===== src/rtl/reg_bank_if.sv =====
// Strobe/data bundle between the register-select unit and reg_bank.
// REG_BANK_SP_EN adds the stack-pointer step strobes sp_inc/sp_dec.
interface reg_bank_if #(
  parameter int unsigned WIDTH = 16
);
  logic [7:0]       regOes;
  logic [7:0]       regLoads;
  logic [WIDTH-1:0] bus_in;
  logic             pc_inc;
  logic             err_clr;
`ifdef REG_BANK_SP_EN
  logic             sp_inc;
  logic             sp_dec;
`endif
  logic [WIDTH-1:0] bus_out;
  logic             bus_oe;
  logic [WIDTH-1:0] pc;
  logic             err_oe;
  logic             err_load;

  modport master (
`ifdef REG_BANK_SP_EN
    output sp_inc, sp_dec,
`endif
    output regOes, regLoads, bus_in, pc_inc, err_clr,
    input  bus_out, bus_oe, pc, err_oe, err_load
  );

  modport slave (
`ifdef REG_BANK_SP_EN
    input  sp_inc, sp_dec,
`endif
    input  regOes, regLoads, bus_in, pc_inc, err_clr,
    output bus_out, bus_oe, pc, err_oe, err_load
  );
endinterface


===== src/rtl/reg_bank.sv =====
// Eight-entry register file driven by one-hot oe/load strobes; r7 is the PC.
// Define REG_BANK_SP_EN to make r6 a stack pointer with sp_inc/sp_dec steps.
module reg_bank #(
  parameter int unsigned      WIDTH    = 16,
  parameter logic [WIDTH-1:0] PC_RESET = '0
) (
  input logic        clk,
  input logic        reset_n,
  reg_bank_if.slave  bus
);

  localparam int unsigned NumRegs = 8;

  logic [WIDTH-1:0] r_regs     [NumRegs];
  logic [WIDTH-1:0] w_regs_nxt [NumRegs];
  logic             r_err_oe;
  logic             r_err_load;

  logic w_oe_multi;
  logic w_oe_one;
  logic w_ld_multi;
  logic w_ld_one;
  logic w_sp_conflict;

  // x & (x-1) is nonzero exactly when more than one bit is set.
  assign w_oe_multi = |(bus.regOes & (bus.regOes - 8'd1));
  assign w_oe_one   = (bus.regOes != 8'd0) && !w_oe_multi;
  assign w_ld_multi = |(bus.regLoads & (bus.regLoads - 8'd1));
  assign w_ld_one   = (bus.regLoads != 8'd0) && !w_ld_multi;

  always_comb begin
    bus.bus_out = '0;
    for (int i = 0; i < NumRegs; i++) begin
      if (w_oe_one && bus.regOes[i]) begin
        bus.bus_out = bus.bus_out | r_regs[i];
      end
    end
  end

  assign bus.bus_oe   = w_oe_one;
  assign bus.pc       = r_regs[7];
  assign bus.err_oe   = r_err_oe;
  assign bus.err_load = r_err_load;

  always_comb begin
    w_sp_conflict = 1'b0;
    for (int i = 0; i < NumRegs; i++) begin
      w_regs_nxt[i] = (w_ld_one && bus.regLoads[i]) ? bus.bus_in : r_regs[i];
    end
    // A legal load of r7 overrides the increment; a multi-hot load does not.
    if (bus.pc_inc && !(w_ld_one && bus.regLoads[7])) begin
      w_regs_nxt[7] = r_regs[7] + WIDTH'(1);
    end
`ifdef REG_BANK_SP_EN
    if (!(w_ld_one && bus.regLoads[6])) begin
      if (bus.sp_inc && bus.sp_dec) begin
        w_sp_conflict = 1'b1;
      end else if (bus.sp_inc) begin
        w_regs_nxt[6] = r_regs[6] + WIDTH'(1);
      end else if (bus.sp_dec) begin
        w_regs_nxt[6] = r_regs[6] - WIDTH'(1);
      end
    end
`endif
  end

  always_ff @(posedge clk or negedge reset_n) begin
    if (!reset_n) begin
      for (int i = 0; i < NumRegs - 1; i++) begin
        r_regs[i] <= '0;
      end
      r_regs[7]  <= PC_RESET;
      r_err_oe   <= 1'b0;
      r_err_load <= 1'b0;
    end else begin
      for (int i = 0; i < NumRegs; i++) begin
        r_regs[i] <= w_regs_nxt[i];
      end
      // A new violation on the clear edge keeps the flag set.
      r_err_oe   <= w_oe_multi | (r_err_oe & ~bus.err_clr);
      r_err_load <= w_ld_multi | w_sp_conflict | (r_err_load & ~bus.err_clr);
    end
  end

endmodule


===== src/flat_wrapper.sv =====
// flat-port wrapper written by rule: the top's interface ports become plain ports
module reg_bank_flat 
#(
  parameter int unsigned      WIDTH    = 16,
  parameter logic [WIDTH-1:0] PC_RESET = '0
)
  (clk, reset_n, bus_regOes, bus_regLoads, bus_bus_in, bus_pc_inc, bus_err_clr, bus_bus_out, bus_bus_oe, bus_pc, bus_err_oe, bus_err_load);
  reg_bank_if #(.WIDTH(WIDTH)) bus_i ();
  input logic clk;
  input logic reset_n;
  input wire logic [$bits(bus_i.regOes)-1:0] bus_regOes;
  input wire logic [$bits(bus_i.regLoads)-1:0] bus_regLoads;
  input wire logic [$bits(bus_i.bus_in)-1:0] bus_bus_in;
  input wire logic [$bits(bus_i.pc_inc)-1:0] bus_pc_inc;
  input wire logic [$bits(bus_i.err_clr)-1:0] bus_err_clr;
  output wire logic [$bits(bus_i.bus_out)-1:0] bus_bus_out;
  output wire logic [$bits(bus_i.bus_oe)-1:0] bus_bus_oe;
  output wire logic [$bits(bus_i.pc)-1:0] bus_pc;
  output wire logic [$bits(bus_i.err_oe)-1:0] bus_err_oe;
  output wire logic [$bits(bus_i.err_load)-1:0] bus_err_load;
  assign bus_i.regOes = bus_regOes;
  assign bus_i.regLoads = bus_regLoads;
  assign bus_i.bus_in = bus_bus_in;
  assign bus_i.pc_inc = bus_pc_inc;
  assign bus_i.err_clr = bus_err_clr;
  assign bus_bus_out = bus_i.bus_out;
  assign bus_bus_oe = bus_i.bus_oe;
  assign bus_pc = bus_i.pc;
  assign bus_err_oe = bus_i.err_oe;
  assign bus_err_load = bus_i.err_load;
  reg_bank #(.WIDTH(WIDTH), .PC_RESET(PC_RESET)) u_core (.clk(clk), .reset_n(reset_n), .bus(bus_i));
endmodule

===== config.mk =====
export PLATFORM = sky130hd
export DESIGN_NAME = reg_bank_flat
export DESIGN_NICKNAME = d
export VERILOG_FILES = /design/src/rtl/reg_bank_if.sv /design/src/rtl/reg_bank.sv /design/src/flat_wrapper.sv
export SDC_FILE = /design/constraint.sdc
export NUM_CORES = 1
export LEC_CHECK = 0
export BUFFER_PORTS_ARGS = -buffer_cell sky130_fd_sc_hd__buf_2
export CORE_MARGIN = 8
export CORE_UTILIZATION = 35
export DETAILED_ROUTE_END_ITERATION = 8
export SYNTH_ARGS = -nofsm -noshare
export SYNTH_HDL_FRONTEND = slang
export SYNTH_SLANG_ARGS = --single-unit

===== constraint.sdc =====
create_clock -name clk -period 2.45 [get_ports clk]
set_input_delay 0.1225 -clock clk [delete_from_list [all_inputs] [get_ports clk]]
set_output_delay 0.1225 -clock clk [all_outputs]
set_load 0.02 [all_outputs]

==> reports/results.tsv <==
metric	value	unit
post-route ant nets	0	
GP Congestion	0.866	
Synthesized Nets	603	
Initial Utilization	35.5	%
Gate Count Post-Synth	566	
number of global-route vias before repair	5094	
initial antenna violation count	0	
gr ovfl total	0	
Worst EP required	2.33	ns
row count	51	
CP Max Fanout	17	
Critical Path Source Type	primary input	
RSZ-0062 raised after global routing	no	
clock buffer depth	2	
Sinks on Clock Net	130	
Placeable Area	19400	µm²
Max Fclk	0.465	GHz
largest net degree at the start of global routing	58	
Worst Path Class, Setup	in -> out	
Buf+Inv Stages, Crit Path	4	
Final Hold Viols	0	
max incr delay on CP	0.62	ns
endpoints failing setup	0	
register area share after synthesis	47.2	%
Port Buffers	70	
CTS root buffer	clkbuf_16	
Final Cycle Share	87.8	%
Post-synth EDFFs	0	
pre-CTS setup slack	0.332	ns
Cell Pwr Density	800	nW/µm²
Worst path slowest cell	o311ai_0	
Layout Cell Area excl Fill	8060	µm²
ys flop type	dfrtp_1	
layout cells sized above 1	41.7	%
routed vias/inst	5.40	
CP Data Arrival Time	2.03	ns
leakage	3.66	nW
Worst Tran Pin Value	0.695	ns
syn avg cell area	12.2	µm²
dpl hpwl	12900	µm
Gates resized, CTS repair	0	
CTS tree	yes	
minimum clock period	2.15	ns
# H-tree levels	4	
vias post-DR	4888	
status	finished clean	
DIE WIDTH	156	µm
number of diodes	0	
Setup TNS	0	ns
clk slew on worst S/H paths	0.05	ns
DR pass1 iterations	5	
Final Max Tran Viols	0	
first-pass GRT wire length	29200	µm
Critical Path, Cell by Cell	buf_2, nor3_1, nand2b_1, buf_4, o311ai_0, buf_4, buf_2	
Initial DRC Count	364	
Routed wire per std cell	20.4	µm
final net count	668	
Post-Route WL	18500	µm
clk_skew	0.00534	ns
DRC viols	0	
Tot Pwr	6.45	mW
placed inst area	7500	µm²
Synth Register Bits	130	
delay-heaviest family, CP	buffers and inverters	
synth unique cells	57	
relative slew slack	53.1	%
ys async rst share	100	%
die area	24400	µm²
min-delay worst type	in -> reg	
Layout area overhead	17.1	%
peak supply drop	0.382	mV
clk_lat worst skew	0.41	ns
overall routing resource usage	15.5	%
Inserted Clock Buffers	17	
Post-CTS Setup Inserts	0	
max-cap viol count	0	
Worst Slack Setup Final	0.300	ns
kind of end point of the critical path	output pin	
Syn. warnings	0	
cts hold-fix bufs	1	
IO Count	71	
Die Y	156	µm
mapped cell area	6890	µm²
## flip-flops by register name, indices dropped and copies added, names as in the netlist
name	count
u_core.bus.err_load	1
u_core.bus.err_oe	1
u_core.bus.pc	16
u_core.r_regs	112
## power breakdown
| part | leakage [nW] | internal (mW) | total, mW | switching (mW) |
|---|---|---|---|---|
| clock | 0.280 | 1.50 | 2.38 | 0.874 |
| combinational | 1.67 | 0.624 | 1.21 | 0.583 |
| sequential | 1.71 | 2.54 | 2.87 | 0.326 |
| total | 3.66 | 4.67 | 6.45 | 1.78 |
## through the flow
stage / cells / utilization, % / hold WS, ns
6_report: 906 / 41.6 / 0.0271
5_1_grt: 906 / 41.6 / 0.0305
4_1_cts: 906 / 41.6 / 0.00817
3_5_place_dp: 876 / 38.7 / 0.214
3_3_place_gp: 876 / 38.7 / 0.208
2_1_floorplan: 566 / - / -0.173
## worst min-delay path, stage by stage
cell	delay [ns]
buf_2	0.10
inv_1	0.06
a211o_1	0.12
## cells by family after synthesis
group | count (synthesis) | synth area share, %
fa+ha+maj | 4 | 0.618
buf+inv | 56 | 4.65
xor+xnor | 16 | 2.03
simple gates | 124 | 11.4
compound gates | 108 | 12.1
flops | 130 | 47.2
mux | 128 | 22.0
## layout by cell type (no fill, tap or decap), types with 3 or more instances in the layout
cell       netlist  routed
a21oi_1         19      19
mux2_4          20      20
maj3_1           3       3
o211ai_1         3       3
o311ai_0        12      12
a221oi_1        13      13
nand3_1          5       5
o21ai_0         18      18
mux2_2         107     107
nand3b_1        34      34
nor3_1           8       8
nor2_1           5       5
buf_4           20      28
xor2_1           9       9
and2_1          16      16
a21o_1           3       3
clkinv_2         0       5
a22o_1          13      13
and4_1           3       3
buf_2            2      69
dfrtp_1        130     130
nand4_1          9       9
a22oi_1          6       6
clkbuf_16        0      17
nand2_1         26      26
a31oi_2          3       3
clkbuf_8         0       5
xnor2_1          7       7
## synthesized netlist by cell type (5+ instances only)
cell        n  area share, %
xnor2_1     7           0.89
buf_4      20            2.2
a22oi_1     6           0.65
nor3_1      8           0.58
nand2_1    26            1.4
mux2_4     20            4.4
mux2_2    107             17
nand4_1     9           0.82
a21oi_1    19            1.4
o21ai_0    18            1.3
and2_1     16            1.5
xor2_1      9            1.1
nand3_1     5           0.36
nor2_1      5           0.27
clkbuf_1   29            1.6
nand3b_1   34            3.7
o311ai_0   12            1.5
a22o_1     13            1.7
a221oi_1   13            1.7
dfrtp_1   130             47
## routing by layer
| metal | up-vias | global-route usage (%) | part of all wire [%] |
|---|---|---|---|
| met5 | - | 0 | 0 |
| met4 | 0 | 5.95 | 2.0 |
| met3 | 22 | 3.53 | 4.9 |
| met2 | 140 | 24.4 | 47 |
| met1 | 2483 | 20.3 | 46 |
| li1 | 2243 | - | - |
## worst paths after layout
path,cells after the start,slack (ns),end,from
worst max-delay path,7,0.30,bus_bus_out[5],bus_regOes[0]
worst min-delay path,3,0.03,u_core.bus.err_oe$_DFF_PN0_,bus_err_clr
worst max register to register,4,0.62,u_core.bus.pc[15]$_DFFE_PN0P_,u_core.bus.pc[2]$_DFFE_PN0P_
worst min register to register,1,0.50,u_core.r_regs[116]$_DFFE_PN0P_,u_core.r_regs[116]$_DFFE_PN0P_
max in group asynchronous,3,1.31,u_core.r_regs[86]$_DFFE_PN0P_,reset_n
min in group asynchronous,2,0.31,u_core.r_regs[26]$_DFFE_PN0P_,reset_n
## layout make-up
class / instances / area, µm²
Clock buffer: 23 / 498
Tap cell: 265 / 332
Fill cell: 1862 / 11300
Sequential cell: 130 / 3250
Clock inverter: 6 / 55.1
Timing Repair Buffer: 100 / 606
Inverter: 2 / 7.51
Multi-Input combinational cell: 380 / 3310
No activity file was read; power rests on OpenSTA's default activity.
